File: config.mk
export PLATFORM = sky130hd
export DESIGN_NAME = time_keeper
export DESIGN_NICKNAME = d
export VERILOG_FILES = /design/src/rtl/time_keeper.sv
export SDC_FILE = /design/constraint.sdc
export NUM_CORES = 1
export LEC_CHECK = 0
export BUFFER_PORTS_ARGS = -buffer_cell sky130_fd_sc_hd__buf_4
export CORE_MARGIN = 3
export CORE_UTILIZATION = 40
export DETAILED_ROUTE_END_ITERATION = 10
export HOLD_SLACK_MARGIN = 0.03
export REMOVE_ABC_BUFFERS = 1
export SLEW_MARGIN = 20
export SYNTH_ARGS = -nofsm -noshare
export SYNTH_HDL_FRONTEND = slang
export SYNTH_SLANG_ARGS = --single-unit
File: constraint.sdc
create_clock -name clk -period 2.1 [get_ports clk]
set_clock_uncertainty 0.1 [all_clocks]
set_input_delay 0.42 -clock clk [delete_from_list [all_inputs] [get_ports clk]]
set_output_delay 0.42 -clock clk [all_outputs]
set_load 0.01 [all_outputs]
File: src/rtl/time_keeper.sv
// rtl/time_keeper.sv - 24-hour time-of-day counter with 1 Hz prescaler and per-field set/adjust
module time_keeper #(
  parameter int CLK_HZ = 50_000_000,
  parameter int WIDTH  = 6
) (
  input  logic             clk,
  input  logic             reset,
  input  logic [1:0]       flash_mode,
  input  logic             inc,
  input  logic             dec,
  output logic [WIDTH-1:0] hours,
  output logic [WIDTH-1:0] mins,
  output logic [WIDTH-1:0] secs,
  output logic             tick,
  output logic             day_wrap
);

  localparam int PW = $clog2(CLK_HZ);

  localparam logic [PW-1:0]    PRE_LAST = PW'(CLK_HZ - 1);
  localparam logic [WIDTH-1:0] SEC_MAX  = WIDTH'(59);
  localparam logic [WIDTH-1:0] MIN_MAX  = WIDTH'(59);
  localparam logic [WIDTH-1:0] HOUR_MAX = WIDTH'(23);

  typedef enum logic [1:0] {
    MODE_RUN   = 2'b00,
    MODE_SECS  = 2'b01,
    MODE_MINS  = 2'b10,
    MODE_HOURS = 2'b11
  } mode_e;

  mode_e            mode;
  logic [PW-1:0]    pre;
  logic [PW-1:0]    pre_n;
  logic [WIDTH-1:0] secs_n;
  logic [WIDTH-1:0] mins_n;
  logic [WIDTH-1:0] hours_n;
  logic             tick_n;
  logic             wrap_n;
  logic             adjust;

  assign mode   = mode_e'(flash_mode);
  // Simultaneous inc and dec cancel out.
  assign adjust = inc ^ dec;

  // Up-step with wrap at max; anything at or above max (including illegal values) lands on 0.
  function automatic logic [WIDTH-1:0] step_up(input logic [WIDTH-1:0] v,
                                              input logic [WIDTH-1:0] max);
    if (v >= max) return '0;
    return v + WIDTH'(1);
  endfunction

  // Down-step with wrap from 0 to max; illegal values above max are forced to 0.
  function automatic logic [WIDTH-1:0] step_down(input logic [WIDTH-1:0] v,
                                                input logic [WIDTH-1:0] max);
    if (v == '0) return max;
    if (v > max) return '0;
    return v - WIDTH'(1);
  endfunction

  // Adjusts the selected field by one in the direction of the pulse.
  function automatic logic [WIDTH-1:0] nudge(input logic [WIDTH-1:0] v,
                                            input logic [WIDTH-1:0] max,
                                            input logic up);
    return up ? step_up(v, max) : step_down(v, max);
  endfunction

  // Next-state: prescaler and carry chain in run mode, single-field adjust in set modes.
  always_comb begin
    pre_n   = pre;
    secs_n  = secs;
    mins_n  = mins;
    hours_n = hours;
    tick_n  = 1'b0;
    wrap_n  = 1'b0;
    if (mode == MODE_RUN) begin
      if (pre >= PRE_LAST) begin
        pre_n  = '0;
        tick_n = 1'b1;
        secs_n = step_up(secs, SEC_MAX);
        if (secs >= SEC_MAX) begin
          mins_n = step_up(mins, MIN_MAX);
          if (mins >= MIN_MAX) begin
            hours_n = step_up(hours, HOUR_MAX);
            wrap_n  = (hours >= HOUR_MAX);
          end
        end
      end else begin
        pre_n = pre + PW'(1);
      end
    end else begin
      // Set modes discard any partial second so the next run starts a full second.
      pre_n = '0;
      if (adjust) begin
        case (mode)
          MODE_SECS:  secs_n  = nudge(secs,  SEC_MAX,  inc);
          MODE_MINS:  mins_n  = nudge(mins,  MIN_MAX,  inc);
          MODE_HOURS: hours_n = nudge(hours, HOUR_MAX, inc);
          default:    ;
        endcase
      end
    end
  end

  // State register with asynchronous clear.
  always_ff @(posedge clk or negedge reset) begin
    if (!reset) begin
      pre      <= '0;
      secs     <= '0;
      mins     <= '0;
      hours    <= '0;
      tick     <= 1'b0;
      day_wrap <= 1'b0;
    end else begin
      pre      <= pre_n;
      secs     <= secs_n;
      mins     <= mins_n;
      hours    <= hours_n;
      tick     <= tick_n;
      day_wrap <= wrap_n;
    end
  end

endmodule
Yosys cells after proc, flatten, opt, wreduce, memory -nomap -nowiden
Cells that the tools add are included.
{"block": "word_totals", "mem_bits_ro": 0, "mem_bits_rw": 0, "in_bits": 6, "register_bits": 46, "memories": 0, "latch_bits": 0}
{"block": "classes", "n_reduce_logical": 11, "shift": 0, "n_eq_ne": 6, "add_sub_neg": 7, "mux": 95, "n_mul": 0, "bitwise_logic": 1, "div": 0, "n_lt_le_gt_ge": 7}
{"cell": "$mux 6", "count": 39}
{"cell": "$mux 1", "count": 54}
{"cell": "$mux 26", "count": 2}
{"cell": "$add 26x1->26 const B", "count": 1}
{"cell": "$ge 26x26->1 const B", "count": 1}
{"cell": "$add 6x1->6 const B", "count": 3}
{"cell": "$logic_not 6->1", "count": 3}
{"cell": "$sub 6x1->6 const B", "count": 3}
{"cell": "$ge 6x6->1 const B", "count": 2}
{"cell": "$gt 6x6->1 const B", "count": 2}
{"cell": "$reduce_bool 2->1", "count": 4}
{"cell": "$ge 6x5->1 const B", "count": 1}
{"cell": "$gt 6x5->1 const B", "count": 1}
{"cell": "$ne 2x1->1 const B", "count": 3}
{"cell": "$reduce_and 5->1", "count": 1}
{"cell": "$eq 2x2->1 const B", "count": 2}
{"cell": "$reduce_and 4->1", "count": 1}
{"cell": "$reduce_and 3->1", "count": 1}
{"cell": "$eq 2x1->1 const B", "count": 1}
{"cell": "$logic_not 2->1", "count": 1}
{"cell": "$xor 1x1->1", "count": 1}

Longest topological paths before layout
{"block": "logic_depth", "ltp_word": 15, "mapped_depth": 8}

Worst setup path before layout
Ideal clock, no wire load.
{"block": "synth_timing", "path_kind": "reg-to-reg", "startpoint": "register pre[0]", "endpoint": "register mins[3]", "stages_incl_launch_ff": 9, "required_ns": 1.879, "period_less_slack_ns": 2.019, "path_buffers": 1, "arrival_time_ns": 1.798, "setup_slack_ns": 0.081, "cell_sequence": "dfrtp_1 > ha_1 > nand3_2 > o211ai_1 > a31o_2 > a21o_1 > and2_1 > buf_2 > a22o_1"}
{"block": "synth_between", "elab_chain_cells": 3}
{"element": "start: declaration", "line_no": "33", "text": "logic [PW-1:0] pre;"}
{"element": "start signal: assignment", "line_no": "115", "text": "pre <= pre_n;"}
{"element": "$ge 26x26->1", "line_no": "77", "text": "if (pre >= PRE_LAST) begin"}
{"element": "$ne 2x1->1 (no line)"}
{"element": "$reduce_and 4->1 (no line)"}
{"element": "end signal: assignment", "line_no": "117", "text": "mins <= mins_n;"}
{"element": "end: declaration", "line_no": "12", "text": "output logic [WIDTH-1:0] mins,"}
No other way between the ends.
A chain may end at the register's enable or synchronous reset.

Worst setup path after layout
{"block": "layout_timing", "startpoint": "register pre[0]", "endpoint": "register secs[3]"}
{"block": "layout_between", "elab_chain_cells": 3}
{"element": "$ge 26x26->1", "line_no": "77"}
{"element": "$ne 2x1->1 (no line)"}
{"element": "$reduce_and 3->1 (no line)"}
{"element": "end signal: assignment", "line_no": "116", "text": "secs <= secs_n;"}
{"element": "end: declaration", "line_no": "13", "text": "output logic [WIDTH-1:0] secs,"}
No other way between the ends.

==> results.sh <==
export IMPL_p_per_area_mw_per_mm2=864
export IMPL_nets=427
export IMPL_cts_tree="built"
export IMPL_final_setup_viol_count=0
export IMPL_grt_pass1_vias=2603
export IMPL_syn2layout_area_growth_pct=22.0
export IMPL_grt_overflow_total=0
export IMPL_antenna_left=0
export IMPL_cts_buffers=5
export IMPL_num_antenna_cells=0
export IMPL_routed_wl_um=6980
export IMPL_grt_use_total_pct=16.7
export IMPL_cts_sinks=46
export IMPL_synth_seq_cells=46
export IMPL_seq_area_frac_synth_pct=38.0
export IMPL_yosys_cell_types_count=57
export IMPL_r2r_cells=8
export IMPL_worstSetupPathType="flop to flop"
export IMPL_final_max_slew_viol_count=0
export IMPL_top_layer="met4"
export IMPL_wl_met1_um=3250
export IMPL_maxSlewHeadroom_pct=62.0
export IMPL_io_pins=26
export IMPL_utilization_pct=50.6
export IMPL_portBuffers=25
export IMPL_drv_cap=0
export IMPL_synth_async_reset_ratio_pct=100
export IMPL_firstDrtPassIters=4
export IMPL_p_leak_nw=1.60
export IMPL_synth_edf_count=0
export IMPL_drive_gt1_share_pct=23.5
export IMPL_htreeDepth=2
export IMPL_cp_required_ps=2200
export IMPL_wl_met2_um=3350
export IMPL_post_route_min_period_ps=2020
export IMPL_regToRegSetupSlack_ps=80
export IMPL_dpl_instance_area_mm2=0.00350
export IMPL_p_total_mw=3.19
export IMPL_hold_viol=0
export IMPL_place_congestion=0.806
export IMPL_final_common_cell="buf_4"
export IMPL_std_cell_rows=31
export IMPL_cts_buffer_depth=2
export IMPL_clkSlewWorstSetupHoldPaths_ps=90
export IMPL_outcome="complete, no violations"
export IMPL_synth_main_ff_cell="dfrtp_1"
export IMPL_drtIter0Drc=166
export IMPL_grt_antenna_before_repair=0
export IMPL_die_width_um=93.0
export IMPL_synth_area_mm2=0.00303
export IMPL_fin_crit_sh_pct=96.1
export IMPL_synthCells=356
export IMPL_yosys_warnings=0
export IMPL_die_area_mm2=0.00864
export IMPL_layout_cells_non_filler=511
export IMPL_wl_met3_um=270
export IMPL_wl_per_cell_um=13.7
export IMPL_finalInstanceArea_mm2=0.00369
export IMPL_peakVddDrop_uv=506
export IMPL_clk_latency_ps=300
export IMPL_via_per_inst=5.45
export IMPL_die_y_um=93.0
export IMPL_fmax_mhz=495
export IMPL_via_count=2786
export IMPL_hold_class="primary input to async pin"
export IMPL_grt_pass1_wl_um=12100
export IMPL_grt_max_degree=47
export IMPL_syn_area_per_cell_um2=8.50
export IMPL_dp_cells=496
export IMPL_r2r_end="secs[3]$_DFFE_PN0P_"
export IMPL_end_kind="flop"
export IMPL_hpwl_um=5060
export IMPL_rr_startpoint="pre[0]$_DFF_PN0_"
export IMPL_rsz0062_at_grt="true"
export IMPL_hold_buffers=0
export IMPL_root_buffer="clkbuf_8"
export IMPL_core_area_mm2=0.00729
export IMPL_cp_start_kind="flop"
export IMPL_nFillCells=721
export IMPL_initial_utilization_pct=41.5
export IMPL_crit_path_max_fanout=6
export IMPL_yosys_area_top_type="dfrtp_1"
export IMPL_worstMarginPinSlew_ps=571
export IMPL_drcViolationCount=0
export IMPL_tns_ps=0
export IMPL_yosys_top_cells_area="dfrtp_1, nor2_1, nand2_1"
export IMPL_synth_top_area_share_pct=38.0
export IMPL_layout_common_cells="buf_4, nor2_1, dfrtp_1, nand2_1, a21oi_1"
export IMPL_worstPathArrival_ps=2120
-- timing repair --
item | 4_1_cts | 5_1_grt
endpoints found under the setup margin | 0 | 42
gates resized for setup | 0 | 15
buffers inserted | 0 | 6
-- final cells by class --
cell class | count | area [µm²] | area share, %
clock buffer | 5 | 68.8 | 1.86
tap | 99 | 124 | 3.36
timing repair buffer | 66 | 497 | 13.5
inverter | 12 | 45.0 | 1.22
clock inverter | 3 | 18.8 | 0.508
multi-input combinational | 280 | 1790 | 48.4
sequential | 46 | 1150 | 31.2
-- synth_stat cells, types with 4 or more instances --
library cell	n
a21oi_1	18
a31oi_1	9
a21o_1	4
nor2_1	49
xor2_1	9
nor4_1	4
o31ai_1	5
dfrtp_1	46
and3_1	6
clkbuf_1	12
ha_1	10
o21ai_0	19
nand2_1	35
and2_1	4
nor3_1	12
nand4_1	7
nand3_1	15
inv_1	12
xnor2_1	15
-- state kept, by name, indices dropped and copies added (netlist names) --
| register | flops |
|---|---|
| hours | 6 |
| secs | 6 |
| mins | 6 |
| day_wrap | 1 |
| pre | 26 |
| tick | 1 |
-- report_power, final --
| group | switching [mW] | internal, mW | total (mW) |
|---|---|---|---|
| registers | 0.139 | 1.01 | 1.15 |
| clock network | 0.303 | 0.235 | 0.538 |
| logic | 0.810 | 0.689 | 1.50 |
-- metal layers --
| metal | vias to the layer above | GRT usage, % |
|---|---|---|
| met3 | 8 | 2.65 |
| met1 | 1322 | 22.7 |
| met2 | 62 | 27.5 |
| met4 | 0 | 5.13 |
| li1 | 1394 | - |
| met5 | - | 0 |
-- critical path, stage by stage, from the launching register on --
cell      delay [ps]
dfrtp_1          390
ha_2             210
nand3_2           80
o211ai_1         210
a31o_2           270
o21ai_2          100
buf_6            150
a221o_1          260
o21ai_0          150
-- how the worst max path moves through the flow --
stage / slack (ps) / cells past startpoint / from / endpoint
after floorplan: -150 / 7 / pre[0]$_DFF_PN0_ / secs[3]$_DFFE_PN0P_
final: 80 / 8 / pre[0]$_DFF_PN0_ / secs[3]$_DFFE_PN0P_
after global routing: -90 / 8 / pre[0]$_DFF_PN0_ / secs[3]$_DFFE_PN0P_
after detailed placement: 30 / 7 / pre[0]$_DFF_PN0_ / pre[13]$_DFF_PN0_
after global placement: 110 / 6 / pre[11]$_DFF_PN0_ / pre[7]$_DFF_PN0_
after CTS: 10 / 7 / pre[0]$_DFF_PN0_ / pre[13]$_DFF_PN0_
-- cell families (layout without fill, tap and decap cells) --
kind of cell	after synthesis	in the layout	share of synthesized area (%)
buffers and inverters	30	86	4.59
and+or+nand+nor	151	151	24.5
adders and majority gates	10	10	4.14
DFF	46	46	38.0
muxes	4	4	1.41
xor gates and xnor gates	24	24	6.95
AOI/OAI and AO/OA	91	91	20.4
-- stage by stage --
stage | setup WS (ps) | hold slack (ps)
global route | -87.1 | 53.5
floorplan | -147 | 24.4
finish | 81.4 | 14.7
global placement | 107 | 363
detailed placement | 30.0 | 366
CTS | 9.94 | 39.3
No activity file was read; power rests on OpenSTA's default activity.
